File: src/rtl/evaluate_taper_pkg.sv
`default_nettype none
// +--------------------------------------------------------------------------+
// | evaluate_taper_pkg                                                       |
// | Shared taper constants and FSM state encoding.                           |
// | Revision: 1.0                                                            |
// +--------------------------------------------------------------------------+
package evaluate_taper_pkg;

  localparam int TAPER_PHASE_MAX   = 256;
  localparam int TAPER_PHASE_SHIFT = 8;

  typedef enum logic [2:0] {
    ST_IDLE  = 3'd0,
    ST_PHASE = 3'd1,
    ST_MULT  = 3'd2,
    ST_SUM   = 3'd3,
    ST_SIGN  = 3'd4,
    ST_DONE  = 3'd5
  } taper_state_t;

endpackage
`default_nettype wire

File: src/rtl/evaluate_taper_phase.sv
`default_nettype none
// +--------------------------------------------------------------------------+
// | evaluate_taper_phase                                                     |
// | Combinational game phase (0..256) from combined non-king material.       |
// | Revision: 1.0                                                            |
// +--------------------------------------------------------------------------+
module evaluate_taper_phase
  import evaluate_taper_pkg::*;
#(
  parameter int MATERIAL_WIDTH = 32,
  parameter int PHASE_MAT_MAX  = 4096
) (
  input  logic [MATERIAL_WIDTH-1:0] material_white,
  input  logic [MATERIAL_WIDTH-1:0] material_black,
  output logic [8:0]                phase
);

  localparam int c_shift = $clog2(PHASE_MAT_MAX) - TAPER_PHASE_SHIFT;
  localparam logic [MATERIAL_WIDTH:0] c_mat_max = (MATERIAL_WIDTH+1)'(PHASE_MAT_MAX);

  logic [MATERIAL_WIDTH:0] w_total;
  logic [MATERIAL_WIDTH:0] w_clamp;

  // Extra carry bit keeps two huge totals from wrapping below the clamp.
  assign w_total = {1'b0, material_white} + {1'b0, material_black};
  assign w_clamp = (w_total >= c_mat_max) ? c_mat_max : w_total;
  assign phase   = 9'(w_clamp >> c_shift);

endmodule
`default_nettype wire

File: src/rtl/evaluate_taper.sv
`default_nettype none
// +--------------------------------------------------------------------------+
// | evaluate_taper                                                           |
// | Tapered mg/eg blend, draw forcing and side-to-move conversion.           |
// | Optional macro: EVALUATE_TAPER_CONTEMPT_EN (adds contempt draw offset).  |
// | Revision: 1.0                                                            |
// +--------------------------------------------------------------------------+
module evaluate_taper
  import evaluate_taper_pkg::*;
#(
  parameter int EVAL_WIDTH     = 32,
  parameter int MATERIAL_WIDTH = 32,
  parameter int PHASE_MAT_MAX  = 4096
) (
  input  logic                      clk,
  input  logic                      reset,
  input  logic                      eval_valid,
  input  logic [EVAL_WIDTH-1:0]     eval_mg,
  input  logic [EVAL_WIDTH-1:0]     eval_eg,
  input  logic [MATERIAL_WIDTH-1:0] material_white,
  input  logic [MATERIAL_WIDTH-1:0] material_black,
  input  logic                      insufficient_material,
  input  logic                      white_to_move,
  input  logic                      clear_eval,
`ifdef EVALUATE_TAPER_CONTEMPT_EN
  input  logic [EVAL_WIDTH-1:0]     contempt,
`endif
  output logic                      taper_valid,
  output logic [EVAL_WIDTH-1:0]     taper_eval,
  output logic [8:0]                phase
);

  localparam int c_prod_w = EVAL_WIDTH + 10;
  localparam logic [EVAL_WIDTH-1:0] c_eval_max = {1'b0, {(EVAL_WIDTH-1){1'b1}}};
  localparam logic [EVAL_WIDTH-1:0] c_eval_min = {1'b1, {(EVAL_WIDTH-1){1'b0}}};

  function automatic logic [EVAL_WIDTH-1:0] sat_neg(input logic [EVAL_WIDTH-1:0] v);
    return (v == c_eval_min) ? c_eval_max : ('0 - v);
  endfunction

  taper_state_t r_state, w_next;
  logic                        w_capture;
  logic                        r_valid_d;
  logic signed [EVAL_WIDTH-1:0] r_mg, r_eg, r_blend;
  logic [MATERIAL_WIDTH-1:0]   r_mat_w, r_mat_b;
  logic                        r_insuff, r_wtm;
  logic [8:0]                  r_phase, w_phase, w_phase_inv;
  logic signed [c_prod_w-1:0]  r_pmg, r_peg, w_pmg, w_peg, w_sum;
  logic signed [EVAL_WIDTH-1:0] w_blend;
  logic [EVAL_WIDTH-1:0]       w_draw, w_result;
`ifdef EVALUATE_TAPER_CONTEMPT_EN
  logic [EVAL_WIDTH-1:0]       r_contempt;
`endif

  evaluate_taper_phase #(
    .MATERIAL_WIDTH (MATERIAL_WIDTH),
    .PHASE_MAT_MAX  (PHASE_MAT_MAX)
  ) u_phase (
    .material_white (r_mat_w),
    .material_black (r_mat_b),
    .phase          (w_phase)
  );

  assign w_phase_inv = 9'(TAPER_PHASE_MAX) - r_phase;
  assign w_pmg   = c_prod_w'(r_mg) * c_prod_w'($signed({1'b0, r_phase}));
  assign w_peg   = c_prod_w'(r_eg) * c_prod_w'($signed({1'b0, w_phase_inv}));
  assign w_sum   = r_pmg + r_peg;
  assign w_blend = EVAL_WIDTH'(w_sum >>> TAPER_PHASE_SHIFT);

`ifdef EVALUATE_TAPER_CONTEMPT_EN
  assign w_draw = sat_neg(r_contempt);
`else
  assign w_draw = '0;
`endif

  always_comb begin
    w_result = r_blend;
    if (r_insuff) w_result = w_draw;
    else if (!r_wtm) w_result = sat_neg(r_blend);
  end

  always_comb begin
    w_next    = r_state;
    w_capture = 1'b0;
    case (r_state)
      ST_IDLE: begin
        if (eval_valid && !r_valid_d) begin
          w_next    = ST_PHASE;
          w_capture = 1'b1;
        end
      end
      ST_PHASE: w_next = ST_MULT;
      ST_MULT:  w_next = ST_SUM;
      ST_SUM:   w_next = ST_SIGN;
      ST_SIGN:  w_next = ST_DONE;
      ST_DONE:  w_next = ST_DONE;
      default:  w_next = ST_IDLE;
    endcase
    // Clear wins over a start edge seen in the same cycle.
    if (clear_eval) begin
      w_next    = ST_IDLE;
      w_capture = 1'b0;
    end
  end

  always_ff @(posedge clk) begin
    if (!reset) r_state <= ST_IDLE;
    else        r_state <= w_next;
  end

  always_ff @(posedge clk) begin
    if (!reset) begin
      r_valid_d   <= 1'b0;
      r_mg        <= '0;
      r_eg        <= '0;
      r_mat_w     <= '0;
      r_mat_b     <= '0;
      r_insuff    <= 1'b0;
      r_wtm       <= 1'b0;
      r_phase     <= '0;
      r_pmg       <= '0;
      r_peg       <= '0;
      r_blend     <= '0;
      taper_valid <= 1'b0;
      taper_eval  <= '0;
      phase       <= '0;
`ifdef EVALUATE_TAPER_CONTEMPT_EN
      r_contempt  <= '0;
`endif
    end else begin
      r_valid_d <= eval_valid;
      if (w_capture) begin
        r_mg     <= eval_mg;
        r_eg     <= eval_eg;
        r_mat_w  <= material_white;
        r_mat_b  <= material_black;
        r_insuff <= insufficient_material;
        r_wtm    <= white_to_move;
`ifdef EVALUATE_TAPER_CONTEMPT_EN
        r_contempt <= contempt;
`endif
      end
      if (r_state == ST_PHASE) r_phase <= w_phase;
      if (r_state == ST_MULT) begin
        r_pmg <= w_pmg;
        r_peg <= w_peg;
      end
      if (r_state == ST_SUM) r_blend <= w_blend;
      if (clear_eval) begin
        taper_valid <= 1'b0;
      end else if (r_state == ST_SIGN) begin
        taper_valid <= 1'b1;
        taper_eval  <= w_result;
        phase       <= r_phase;
      end
    end
  end

endmodule
`default_nettype wire

File: config.mk
export PLATFORM = sky130hd
export DESIGN_NAME = evaluate_taper
export DESIGN_NICKNAME = d
export VERILOG_FILES = /design/src/rtl/evaluate_taper_pkg.sv /design/src/rtl/evaluate_taper_phase.sv /design/src/rtl/evaluate_taper.sv
export SDC_FILE = /design/constraint.sdc
export NUM_CORES = 2
export LEC_CHECK = 0
export CORE_MARGIN = 2
export CORE_UTILIZATION = 40
export DETAILED_ROUTE_END_ITERATION = 8
export PLACE_DENSITY = 0.57
export SYNTH_ARGS = -nofsm -noshare
export SYNTH_HDL_FRONTEND = slang
export SYNTH_SLANG_ARGS = --single-unit
File: constraint.sdc
create_clock -name clk -period 6.2 [get_ports clk]
set_clock_uncertainty 0.2 [all_clocks]
set_input_delay 0.93 -clock clk [delete_from_list [all_inputs] [get_ports clk]]
set_output_delay 0.93 -clock clk [all_outputs]
set_load 0.01 [all_outputs]
==> results.toml <==
[worst_hold_path]
holdPathStages = 2
holdCritPathClass = "flip-flop to flip-flop"

[worst_setup_path]
endpoint_kind = "flip-flop"
path_class = "flip-flop to flip-flop"
cp.required_ns = 6.43
r2r_cells = 28
arrival_ns = 6.81
cp_slowest_cell = "fa_1"
path_max_fanout = 8
startpoint_type = "flip-flop"
crit_path_max_incr_delay_ns = 0.52

[yosys]
yosysSeqAreaShare_pct = 17.8
synth_top_cell_by_area = "fa_1"
synth_top_family_by_area = "adder cells"
synthCells = 4018
synth-edff-count = 0
synthSimpleGateAreaFrac_pct = 20.4
synth_area_leaders = "fa_1 27%, dfxtp_1 18%, ha_1 9.0%"
synth.cell_area_um2 = 33300
syn-num-nets = 4847
synth-adder-area-share_pct = 36.3
async_flop_share_pct = 0
synth-seq-cells = 297
synth-xor-area-share_pct = 3.94
avgSynthCellArea_um2 = 8.29
synth.top_cell.area_share_pct = 27.3
yosys_most_used_dff = "dfxtp_1"
synth.area.mux_share_pct = 0.312
yosys_warnings = 0
yosysUniqueCellTypes = 82
synth_compound_area_share_pct = 12.9

[sta]
max_freq_mhz = 152
relSlewSlack_pct = 34.4
hold_ws_ns = 0.251
slew_violations = 0
fin_ws_ns = -0.381
tightest_slew_ns = 0.984
grt_setup_unrepaired = "true"
finalSetupTns_ns = -4.26
period_share_pct = 106
setup_violations = 22
hold_violations = 0
layout_min_cycle_time_ns = 6.58

[global_route]
first_global_vias = 27900
grt_pass1_wl_um = 149000
grt_antenna_before_repair = 1
grt-ovfl-total = 0
grt_max_degree = 151
track_usage_pct = 21.7

[run]
cap_violations = 0

[layout]
drive_gt1_share_pct = 11.1
utilization_pct = 48.5
layout_common_cells = "744 x nand2_1, 483 x inv_1, 451 x fa_1"
syn2layout_area_growth_pct = 19.6
final_common_cell = "nand2_1"
finish.net_count = 5111

[run_status]
status = "complete, but fails checks"
violations = "negative setup slack"

[placed_design]
port_buffers = 175
dp_hpwl_um = 72600
gp_congestion = 0.885
dpl_worst_slack_ns = -0.593

[pwr]
worst_ir_drop_vdd_v = 0.000161
p_per_area_nw_per_um2 = 125
p_leak_nw = 19.3
finalPower_mw = 5.00

[route]
ant_nets = 0
drt_iter0_drc = 1280
wirelength_um = 91200
drt-wirelength-per-cell_um = 16.9
vias = 27200
vias_per_cell = 5.05
drc = 0
firstDrtPassIters = 5

[die]
die_x_um = 293
rows = 105
die-area_um2 = 85600
die_y_um = 293
core_um2 = 82200
io_pins = 176
start_util_pct = 40.5

[clock_network]
holdBufCountCts = 0
numCtsBuffers = 38
clkTransAtPathRegs_ns = 0.07
clock-sinks = 297
ctsHtreeMaxLevel = 2
cts_tree = "built"
root_buffer = "clkbuf_16"
clk_latency_ns = 0.59
clk_path_buf_depth = 3
## area by class of cell
type                            count  area [um^2]
Inverter                          487         1840
Antenna cell                        1         2.50
Clock inverter                     18          299
Multi-Input combinational cell   2993        25200
Fill cell                        8049        42400
Sequential cell                   297         5950
Timing Repair Buffer              465         4150
Tap cell                         1070         1340
Clock buffer                       51         1070
## synthesized netlist by cell type (5+ instances only)
cell type and instances:
ha_1 240, xor2_1 35, clkbuf_1 199, mux2i_1 7, o31ai_1 15, or2_2 7
a211o_1 5, or3_1 15, nor2_1 114, a21o_1 63, and3_1 16, nor2b_1 47
a22oi_1 20, o211ai_1 17, o2111ai_1 5, nand4_1 16, a221oi_1 5, nand2_1 747
a21oi_1 360, o21bai_1 19, o21ai_0 74, xnor2_1 115, nor3_1 30, and2_1 337
a31oi_1 16, nor4_1 12, o22ai_1 6, fa_1 455, nor3b_1 8, a211oi_1 30
inv_1 486, nand3_1 52, dfxtp_1 297, nand2b_1 10, or4_1 6, buf_1 37
a21boi_0 9, o21a_1 18
## report_power, final
part / total [mW] / internal (mW) / switching [mW] / leakage, nW
Clock: 2.46 / 1.51 / 0.949 / 0.663
Combinational: 0.529 / 0.235 / 0.294 / 16.2
Sequential: 2.01 / 1.95 / 0.0586 / 2.41
## worst max-delay path: cells and delay by family (launching register included)
kind | cells | cell delay (ns)
AO/OA/AOI/OAI | 8 | 1.47
flip-flops | 1 | 0.33
XOR/XNOR | 2 | 0.31
buffers and inverters | 7 | 0.57
adder cells (fa/ha/maj) | 7 | 2.71
AND/OR/NAND/NOR | 4 | 0.82
## worst paths after layout
check | startpoint | endpoint | slack [ns]
min | phase[5] | phase[5] | 0.25
max | r_phase[0] | r_peg[39] | -0.38
min reg2reg | phase[5] | phase[5] | 0.25
max reg2reg | r_phase[0] | r_peg[39] | -0.38
## through the flow
stage | cells | area [um^2]
after CTS | 5372 | 39500
after floorplan | 4018 | 33500
final | 5382 | 39900
after global placement | 5300 | 37900
after global routing | 5381 | 39900
after detailed placement | 5300 | 37900
## flip-flops by register name, summed over array words and instances (netlist names), 3 cells and up
signal,flops
phase,9
r_mat_w,32
r_mat_b,32
taper_eval,32
r_eg,32
r_blend,32
r_mg,32
r_peg,40
r_pmg,40
r_state,3
r_phase,9
## logic make-up after synthesis
logic type               after synthesis
AND/OR/NAND/NOR                     1436
buffers and inverters                728
adder cells (fa/ha/maj)              695
flip-flops                           297
AO/OA/AOI/OAI                        702
XOR/XNOR                             150
multiplexers                          10
## what timing repair did
| action | 4_1_cts | 5_1_grt |
|---|---|---|
| cloned | 0 | 1 |
| gates resized for setup | 44 | 76 |
| setup buffers | 4 | 11 |
| pin swaps | 30 | 45 |
| endpoints found under the setup margin | 37 | 44 |
## routing by layer
layer  wire length, um  global-route usage [%]  share of wire (%)
met4              2150                    4.89                2.4
met1             43000                    30.0                 47
met5                16                       0              0.018
met2             41300                    35.6                 45
met3              4650                    3.47                5.1
Note: power is estimated with default switching activity, not from simulation.
